--- src/rtl/l1_arbiter_if.sv ---
// Bus bundle between the L1 I/D cache controllers, the arbiter and the L2 port.
// The arbiter connects through the slave modport; the environment drives through master.
interface l1_arbiter_if #(
   parameter int ADDR_WIDTH = 16,
   parameter int LINE_WIDTH = 256
);
   logic                  i_arb_read;
   logic                  i_arb_write;
   logic [ADDR_WIDTH-1:0] i_arb_addr;
   logic [LINE_WIDTH-1:0] i_arb_wdata;
   logic                  i_arb_resp;
   logic                  d_arb_read;
   logic                  d_arb_write;
   logic [ADDR_WIDTH-1:0] d_arb_addr;
   logic [LINE_WIDTH-1:0] d_arb_wdata;
   logic                  d_arb_resp;
   logic [LINE_WIDTH-1:0] arb_rdata;
   logic                  l2_read;
   logic                  l2_write;
   logic [ADDR_WIDTH-1:0] l2_addr;
   logic [LINE_WIDTH-1:0] l2_wdata;
   logic [LINE_WIDTH-1:0] l2_rdata;
   logic                  l2_resp;

   modport slave (
      input  i_arb_read, i_arb_write, i_arb_addr, i_arb_wdata,
      input  d_arb_read, d_arb_write, d_arb_addr, d_arb_wdata,
      input  l2_rdata, l2_resp,
      output i_arb_resp, d_arb_resp, arb_rdata,
      output l2_read, l2_write, l2_addr, l2_wdata
   );

   modport master (
      output i_arb_read, i_arb_write, i_arb_addr, i_arb_wdata,
      output d_arb_read, d_arb_write, d_arb_addr, d_arb_wdata,
      output l2_rdata, l2_resp,
      input  i_arb_resp, d_arb_resp, arb_rdata,
      input  l2_read, l2_write, l2_addr, l2_wdata
   );
endinterface

--- src/rtl/l1_arbiter.sv ---
// Round-robin arbiter giving the L1 I-cache or D-cache sole use of the L2 port.
// A grant is held until l2_resp; every transaction is followed by one IDLE cycle.
module l1_arbiter #(
   parameter int ADDR_WIDTH = 16,
   parameter int LINE_WIDTH = 256
) (
   input  logic         clk,
   input  logic         reset,
   l1_arbiter_if.slave  bus
);
   localparam logic [1:0] ST_IDLE    = 2'd0;
   localparam logic [1:0] ST_SERVE_I = 2'd1;
   localparam logic [1:0] ST_SERVE_D = 2'd2;
   localparam logic       GRANT_I    = 1'b0;
   localparam logic       GRANT_D    = 1'b1;

   logic [1:0]            state_q;
   logic [1:0]            state_d;
   logic                  last_grant_q;
   logic                  last_grant_d;
   logic                  i_req_s;
   logic                  d_req_s;
   logic                  l2_read_s;
   logic                  l2_write_s;
   logic [ADDR_WIDTH-1:0] l2_addr_s;
   logic [LINE_WIDTH-1:0] l2_wdata_s;
   logic                  i_resp_s;
   logic                  d_resp_s;

   assign i_req_s = bus.i_arb_read | bus.i_arb_write;
   assign d_req_s = bus.d_arb_read | bus.d_arb_write;

   // Next state and round-robin pointer
   always_comb begin
      state_d      = state_q;
      last_grant_d = last_grant_q;
      case (state_q)
         ST_IDLE: begin
            if (i_req_s && d_req_s) begin
               if (last_grant_q == GRANT_D) begin
                  state_d = ST_SERVE_I;
               end else begin
                  state_d = ST_SERVE_D;
               end
            end else if (i_req_s) begin
               state_d = ST_SERVE_I;
            end else if (d_req_s) begin
               state_d = ST_SERVE_D;
            end else begin
               state_d = ST_IDLE;
            end
         end
         ST_SERVE_I: begin
            if (bus.l2_resp) begin
               state_d      = ST_IDLE;
               last_grant_d = GRANT_I;
            end else if (!i_req_s) begin
               // client abandoned the transaction: release without moving the pointer
               state_d = ST_IDLE;
            end else begin
               state_d = ST_SERVE_I;
            end
         end
         ST_SERVE_D: begin
            if (bus.l2_resp) begin
               state_d      = ST_IDLE;
               last_grant_d = GRANT_D;
            end else if (!d_req_s) begin
               state_d = ST_IDLE;
            end else begin
               state_d = ST_SERVE_D;
            end
         end
         default: begin
            state_d = ST_IDLE;
         end
      endcase
   end

   // State and grant-pointer registers
   always_ff @(posedge clk) begin
      if (reset) begin
         state_q      <= ST_IDLE;
         last_grant_q <= GRANT_D;
      end else begin
         state_q      <= state_d;
         last_grant_q <= last_grant_d;
      end
   end

   // Downstream mux from the granted client's live request
   always_comb begin
      l2_read_s  = 1'b0;
      l2_write_s = 1'b0;
      l2_addr_s  = {ADDR_WIDTH{1'b0}};
      l2_wdata_s = {LINE_WIDTH{1'b0}};
      i_resp_s   = 1'b0;
      d_resp_s   = 1'b0;
      case (state_q)
         ST_SERVE_I: begin
            l2_write_s = bus.i_arb_write;
            l2_read_s  = bus.i_arb_read & ~bus.i_arb_write;
            l2_addr_s  = bus.i_arb_addr;
            l2_wdata_s = bus.i_arb_wdata;
            i_resp_s   = bus.l2_resp;
         end
         ST_SERVE_D: begin
            l2_write_s = bus.d_arb_write;
            l2_read_s  = bus.d_arb_read & ~bus.d_arb_write;
            l2_addr_s  = bus.d_arb_addr;
            l2_wdata_s = bus.d_arb_wdata;
            d_resp_s   = bus.l2_resp;
         end
         default: begin
            l2_read_s  = 1'b0;
            l2_write_s = 1'b0;
         end
      endcase
   end

   assign bus.l2_read    = l2_read_s;
   assign bus.l2_write   = l2_write_s;
   assign bus.l2_addr    = l2_addr_s;
   assign bus.l2_wdata   = l2_wdata_s;
   assign bus.i_arb_resp = i_resp_s;
   assign bus.d_arb_resp = d_resp_s;
   assign bus.arb_rdata  = bus.l2_rdata;
endmodule

--- src/flat_wrapper.sv ---
// flat-port wrapper written by rule: the top's interface ports become plain ports
module l1_arbiter_flat 
#(
   parameter int ADDR_WIDTH = 16,
   parameter int LINE_WIDTH = 256
)
  (clk, reset, bus_i_arb_read, bus_i_arb_write, bus_i_arb_addr, bus_i_arb_wdata, bus_d_arb_read, bus_d_arb_write, bus_d_arb_addr, bus_d_arb_wdata, bus_l2_rdata, bus_l2_resp, bus_i_arb_resp, bus_d_arb_resp, bus_arb_rdata, bus_l2_read, bus_l2_write, bus_l2_addr, bus_l2_wdata);
  l1_arbiter_if #(.ADDR_WIDTH(ADDR_WIDTH), .LINE_WIDTH(LINE_WIDTH)) bus_i ();
  input  logic clk;
  input  logic reset;
  input wire logic [$bits(bus_i.i_arb_read)-1:0] bus_i_arb_read;
  input wire logic [$bits(bus_i.i_arb_write)-1:0] bus_i_arb_write;
  input wire logic [$bits(bus_i.i_arb_addr)-1:0] bus_i_arb_addr;
  input wire logic [$bits(bus_i.i_arb_wdata)-1:0] bus_i_arb_wdata;
  input wire logic [$bits(bus_i.d_arb_read)-1:0] bus_d_arb_read;
  input wire logic [$bits(bus_i.d_arb_write)-1:0] bus_d_arb_write;
  input wire logic [$bits(bus_i.d_arb_addr)-1:0] bus_d_arb_addr;
  input wire logic [$bits(bus_i.d_arb_wdata)-1:0] bus_d_arb_wdata;
  input wire logic [$bits(bus_i.l2_rdata)-1:0] bus_l2_rdata;
  input wire logic [$bits(bus_i.l2_resp)-1:0] bus_l2_resp;
  output wire logic [$bits(bus_i.i_arb_resp)-1:0] bus_i_arb_resp;
  output wire logic [$bits(bus_i.d_arb_resp)-1:0] bus_d_arb_resp;
  output wire logic [$bits(bus_i.arb_rdata)-1:0] bus_arb_rdata;
  output wire logic [$bits(bus_i.l2_read)-1:0] bus_l2_read;
  output wire logic [$bits(bus_i.l2_write)-1:0] bus_l2_write;
  output wire logic [$bits(bus_i.l2_addr)-1:0] bus_l2_addr;
  output wire logic [$bits(bus_i.l2_wdata)-1:0] bus_l2_wdata;
  assign bus_i.i_arb_read = bus_i_arb_read;
  assign bus_i.i_arb_write = bus_i_arb_write;
  assign bus_i.i_arb_addr = bus_i_arb_addr;
  assign bus_i.i_arb_wdata = bus_i_arb_wdata;
  assign bus_i.d_arb_read = bus_d_arb_read;
  assign bus_i.d_arb_write = bus_d_arb_write;
  assign bus_i.d_arb_addr = bus_d_arb_addr;
  assign bus_i.d_arb_wdata = bus_d_arb_wdata;
  assign bus_i.l2_rdata = bus_l2_rdata;
  assign bus_i.l2_resp = bus_l2_resp;
  assign bus_i_arb_resp = bus_i.i_arb_resp;
  assign bus_d_arb_resp = bus_i.d_arb_resp;
  assign bus_arb_rdata = bus_i.arb_rdata;
  assign bus_l2_read = bus_i.l2_read;
  assign bus_l2_write = bus_i.l2_write;
  assign bus_l2_addr = bus_i.l2_addr;
  assign bus_l2_wdata = bus_i.l2_wdata;
  l1_arbiter #(.ADDR_WIDTH(ADDR_WIDTH), .LINE_WIDTH(LINE_WIDTH)) u_core (.clk(clk), .reset(reset), .bus(bus_i));
endmodule
--- config.mk ---
export PLATFORM = sky130hd
export DESIGN_NAME = l1_arbiter_flat
export DESIGN_NICKNAME = d
export VERILOG_FILES = /design/src/rtl/l1_arbiter_if.sv /design/src/rtl/l1_arbiter.sv /design/src/flat_wrapper.sv
export SDC_FILE = /design/constraint.sdc
export NUM_CORES = 1
export LEC_CHECK = 0
export CORE_AREA = 4 4 521 523
export CTS_CLUSTER_SIZE = 30
export DETAILED_ROUTE_END_ITERATION = 16
export DIE_AREA = 0 0 525 527
export GPL_TIMING_DRIVEN = 1
export PLACE_DENSITY = 0.3
export SKIP_CTS_REPAIR_TIMING = 1
export SLEW_MARGIN = 20
export SYNTH_ARGS = -nofsm -noshare
export SYNTH_HDL_FRONTEND = slang
export SYNTH_SLANG_ARGS = --single-unit
--- constraint.sdc ---
create_clock -name clk -period 2 [get_ports clk]
set_input_delay 0.3 -clock clk [delete_from_list [all_inputs] [get_ports clk]]
set_output_delay 0.3 -clock clk [all_outputs]
set_load 0.02 [all_outputs]
---- Word level (Yosys, flattened, before mapping) ----
Index checks and enable logic that the tools add are counted.
word-level totals
  flip-flop bits (word level) ............. 3
  word-level logic and storage cells ...... 33
  bits of input ports ..................... 807
operators by class
  eq/ne operators ......................... 4
  reduce and logical (&&, ||, !) cells .... 4
  mux-type cells .......................... 17
  bitwise logic cells ..................... 6
operator list
  cell                                                 count
  case mux 256 bit (2 select lines)                    1
  case mux 16 bit (2 select lines)                     1
  2-to-1 mux 2 bit                                     6
  case mux 1 bit (2 select lines)                      3
  case mux 2 bit (3 select lines)                      1
  2-to-1 mux 1 bit                                     5
  != test 2 bit, second input constant                 2
  AND reduction 3 bit                                  1
  bitwise AND 1 bit                                    2
  equality test 2 x 1 -> 1 bit, second input constant  1
  equality test 2 bit, second input constant           1
  zero test 2 bit                                      1
  NOT 1 bit                                            2
  OR 1 bit                                             2
  nonzero test 2 bit                                   1
  logical AND 1 bit                                    1

---- Logic depth before layout (Yosys ltp) ----
  word-level depth ........................ 5
  mapped depth ............................ 7
  gate-level depth less buffers ........... 4

---- Worst setup path before layout ----
OpenSTA, ideal clock, no wires.
  path kind ............................... register to output
  start ................................... register u_core.state_q[0]
  end ..................................... output port bus_l2_addr[0]
  stages on the path, launching flop included .. 6
  setup slack ............................. 268 ps
  required time ........................... 1700 ps
  buffers on the path ..................... 2
  arrival time ............................ 1432 ps
  path through ............................ dfxtp_1 > inv_1 > ha_1 > buf_2 > clkbuf_1 > nor2b_1
on the way
  cells in the longest elaborated chain, start to end .. 2
  elaborated cells on any way between the ends .. 3
  those cells by class .................... 2 x eq/ne; 1 x mux
RTL lines
  item                                                                        line                text
  start, declared                                                             l1_arbiter.sv:17    logic [1:0] state_q;
  start signal, assigned                                                      l1_arbiter.sv:86    state_q <= state_d;
  equality test 2 bit / equality test 2 x 1 -> 1 bit (equally long branches)  l1_arbiter.sv:99    case (state_q)
  case mux 16 bit (2 select lines) *                                          l1_arbiter.sv:99
  end, declared                                                               flat_wrapper.sv:26  output wire logic [$bits(bus_i.l2_addr)-1:0] bus_l2_addr;
Mark *: on every way between the ends. The rest lies on a longest branch, timed or not.

---- Final worst setup path ----
  start ................................... register u_core.state_q[1]
  end ..................................... output port bus_l2_wdata[246]
on the way
  cells in the longest elaborated chain, start to end .. 2
  elaborated cells on any way between the ends .. 3
  those cells by class .................... 2 x eq/ne; 1 x mux
RTL lines
  item                                                                        line                text
  equality test 2 bit / equality test 2 x 1 -> 1 bit (equally long branches)  l1_arbiter.sv:99
  case mux 256 bit (2 select lines) *                                         l1_arbiter.sv:99
  end, declared                                                               flat_wrapper.sv:27  output wire logic [$bits(bus_i.l2_wdata)-1:0] bus_l2_wdata;
Marked as above.

==> results.sh <==
export IMPL_min_period_ns=2.43
export IMPL_grt_pass1_wl_um=207000
export IMPL_post_synth_inst_count=921
export IMPL_syn_num_nets=1732
export IMPL_grt_max_degree=38
export IMPL_antenna_left=0
export IMPL_result_of_the_run="finished with violations"
export IMPL_holdWs_ns=0.478
export IMPL_die_h_um=527
export IMPL_drv_cap=0
export IMPL_post_route_drc_count=0
export IMPL_antenna_found_initial=168
export IMPL_worstPathBufferInverterCount=5
export IMPL_violations_in_the_final_reports="negative setup slack"
export IMPL_yosysWarningCount=0
export IMPL_class_of_the_tightest_hold_or_removal_check="reg -> reg"
export IMPL_power_mw=8.23
export IMPL_final_setup_viol_count=272
export IMPL_synthesis_area_per_instance_um2=6.93
export IMPL_critPathMostFrequentCell="buf_12"
export IMPL_critical_path_cell_chain="buf_6 -> ha_4 -> buf_12 -> buf_12 -> buf_12 -> a22oi_2 -> nor2b_2 -> buf_12"
export IMPL_initial_cell_density_of_the_core_pct=2.39
export IMPL_global_route_total_overflow=0
export IMPL_clock_fmax_ghz=0.412
export IMPL_worst_path_max_delay_cell="a22oi_2"
export IMPL_stdcell_area_um2=23000
export IMPL_nets=2467
export IMPL_pwr_density_cell_nw_per_um2=357
export IMPL_grt_pass1_vias=10500
export IMPL_cts_made_buffers=3
export IMPL_internal_power_contribution_mw=4.53
export IMPL_synth_largest_area_cell="a22oi_1"
export IMPL_ioPinCount=1339
export IMPL_post_synth_main_area_contributors="a22oi_1 32%, buf_4 31%, nor2b_1 27%"
export IMPL_critPathRequiredTime_ns=1.70
export IMPL_power_switching_share_pct=45.0
export IMPL_num_vias=11400
export IMPL_layout_worst_path_cycle_share_pct=121
export IMPL_leakage_nw=7.03
export IMPL_yosysSeqAreaShare_pct=0.941
export IMPL_layout_drive_gt1_share_pct=50.1
export IMPL_place_detailed_hpwl_um=174000
export IMPL_slowest_delay_ns=0.47
export IMPL_clkLatencyLatePin_ns=0.23
export IMPL_vdd_ir_drop_worst_mv=0.220
export IMPL_path_clk_slew_ns=0.03
export IMPL_critical_setup_path_kind="reg -> out"
export IMPL_groute_usage_overall_pct=12.5
export IMPL_grt_setup_unrepaired="true"
export IMPL_placed_cell_area_um2=19500
export IMPL_core_region_area_um2=267000
export IMPL_layout_core_utilization_pct=8.63
export IMPL_dpl_worst_slack_ns=-0.789
export IMPL_dr_first_iter_drc_count=670
export IMPL_finClkSkew_ns=0.000663
export IMPL_io_buffer_count=826
export IMPL_clock_sink_count=3
export IMPL_worst_pin_slew_ns=0.522
export IMPL_power_share_clock_pct=3.9
export IMPL_timing_critical_path_from_type="flop"
export IMPL_maxSlewHeadroom_pct=65.2
export IMPL_power_share_combinational_pct=95.3
export IMPL_gp_routability_congestion=0.905
export IMPL_drt_pre_antenna_iters=5
export IMPL_timing_final_hold_violations=0
export IMPL_layout_area_overhead_vs_synth_pct=261
export IMPL_floorplan_rows=190
export IMPL_cts_root_buffer_cell="clkbuf_16"
export IMPL_timing_critical_path_fanout_max=7
export IMPL_worst_setup_path_end_kind="output port"
export IMPL_synth_cell_area_um2=6380
export IMPL_clock_tree_from_tritoncts="done"
export IMPL_finalMaxSlewViolations=0
export IMPL_yosysTopAreaCellShare_pct=32.1
export IMPL_die_area_um2=277000
export IMPL_critical_path_arrival_ns=2.13
export IMPL_net_switching_power_of_the_design_mw=3.70
export IMPL_die_width_um=525
export IMPL_share_seq_of_total_power_pct=0.9
export IMPL_synth_cell_types=21
export IMPL_cts_max_path_buffers=2
export IMPL_post_drt_wl_per_cell_um=36.4
export IMPL_routed_via_density=2.18
export IMPL_final_worst_setup_slack_ns=-0.428
export IMPL_maximum_level_of_the_cts_h_tree=1
export IMPL_routed_wirelength_um=190000
export IMPL_synth_seq_cells=3
export IMPL_cp_top_family="buffers and inverters"
worst register-to-register path, delay by kind of cell, from the launching register on:
| family | cells | cell delay [ns] |
|---|---|---|
| flops | 1 | 0.35 |
| compound gates | 1 | 0.28 |
| buf+inv | 4 | 0.56 |
| simple gates | 1 | 0.21 |
| fa+ha+maj | 1 | 0.21 |
registers in the layout, indices dropped and copies added, names as in the netlist:
register             cells
u_core.state_q           2
u_core.last_grant_q      1
worst paths after layout:
path | end | startpoint | slack (ns) | depth (start not counted)
worst max register to register | u_core.last_grant_q | u_core.state_q[1] | 0.29 | 7
worst min-delay path | u_core.last_grant_q | u_core.last_grant_q | 0.48 | 1
worst min register to register | u_core.last_grant_q | u_core.last_grant_q | 0.48 | 1
worst max-delay path | bus_l2_wdata[246] | u_core.state_q[1] | -0.43 | 8
synthesized netlist by cell type (all sizes together):
master,number
buf,319
a22oi,273
nor2b,273
clkbuf,29
ha,4
dfxtp,3
inv,3
nand2b,3
a311oi,2
nand2,2
nand3b,2
nor2,2
or3b,2
a211o,1
a21boi,1
and2,1
or2,1
metal layers:
layer	vias to the layer above	track usage [%]	routed length, um
met2	1126	19.4	81300
li1	4490	-	-
met3	450	12.5	40700
met5	-	0.485	938
met4	124	3.52	7210
met1	5189	11.4	60100
layout make-up:
cell class / instances / area, um2
antenna: 14 / 35.0
sequential: 3 / 65.1
inverter: 3 / 13.8
clock buffer: 4 / 78.8
tap: 3552 / 4440
fill: 31100 / 244000
timing repair buffer: 1078 / 13100
multi-input combinational: 567 / 5320
cell usage in the layout, fill, tap and decap left out, types with 2 or more instances in the layout:
cell	instances
a22oi_1	105
a22oi_2	168
a311oi_2	2
buf_12	196
buf_16	10
buf_2	4
buf_4	197
buf_6	55
buf_8	18
clkbuf_16	40
clkbuf_2	11
clkdlybuf4s50_1	550
diode_2	14
ha_4	3
nand2b_1	3
nand3b_1	2
nor2_1	2
nor2b_1	155
nor2b_2	77
nor2b_4	41
or3b_1	2
logic make-up after synthesis:
group	Yosys count	synth area share, %
buffers and inverters	351	37.4
AND/OR/NAND/NOR	286	28.0
AO/OA/AOI/OAI	277	32.8
adder cells (fa/ha/maj)	4	0.784
flip-flops	3	0.941
per-stage QoR:
stage          TNS, ns  cells
6_report        -56.88   5221
5_1_grt         -78.33   5209
4_1_cts        -126.79   5086
3_5_place_dp    -60.46   5082
3_3_place_gp    -65.45   5082
2_1_floorplan        0    921
power by group through the flow:
stage          registers, mW  clock network, mW  logic (mW)
2_1_floorplan         0.0707                  0        2.61
3_3_place_gp          0.0715                  0        6.29
3_5_place_dp          0.0709                  0        6.27
4_1_cts               0.0701              0.325        6.29
5_1_grt               0.0731              0.333        8.23
6_report              0.0725              0.318        7.84
Note: power is estimated with default switching activity, not from simulation.
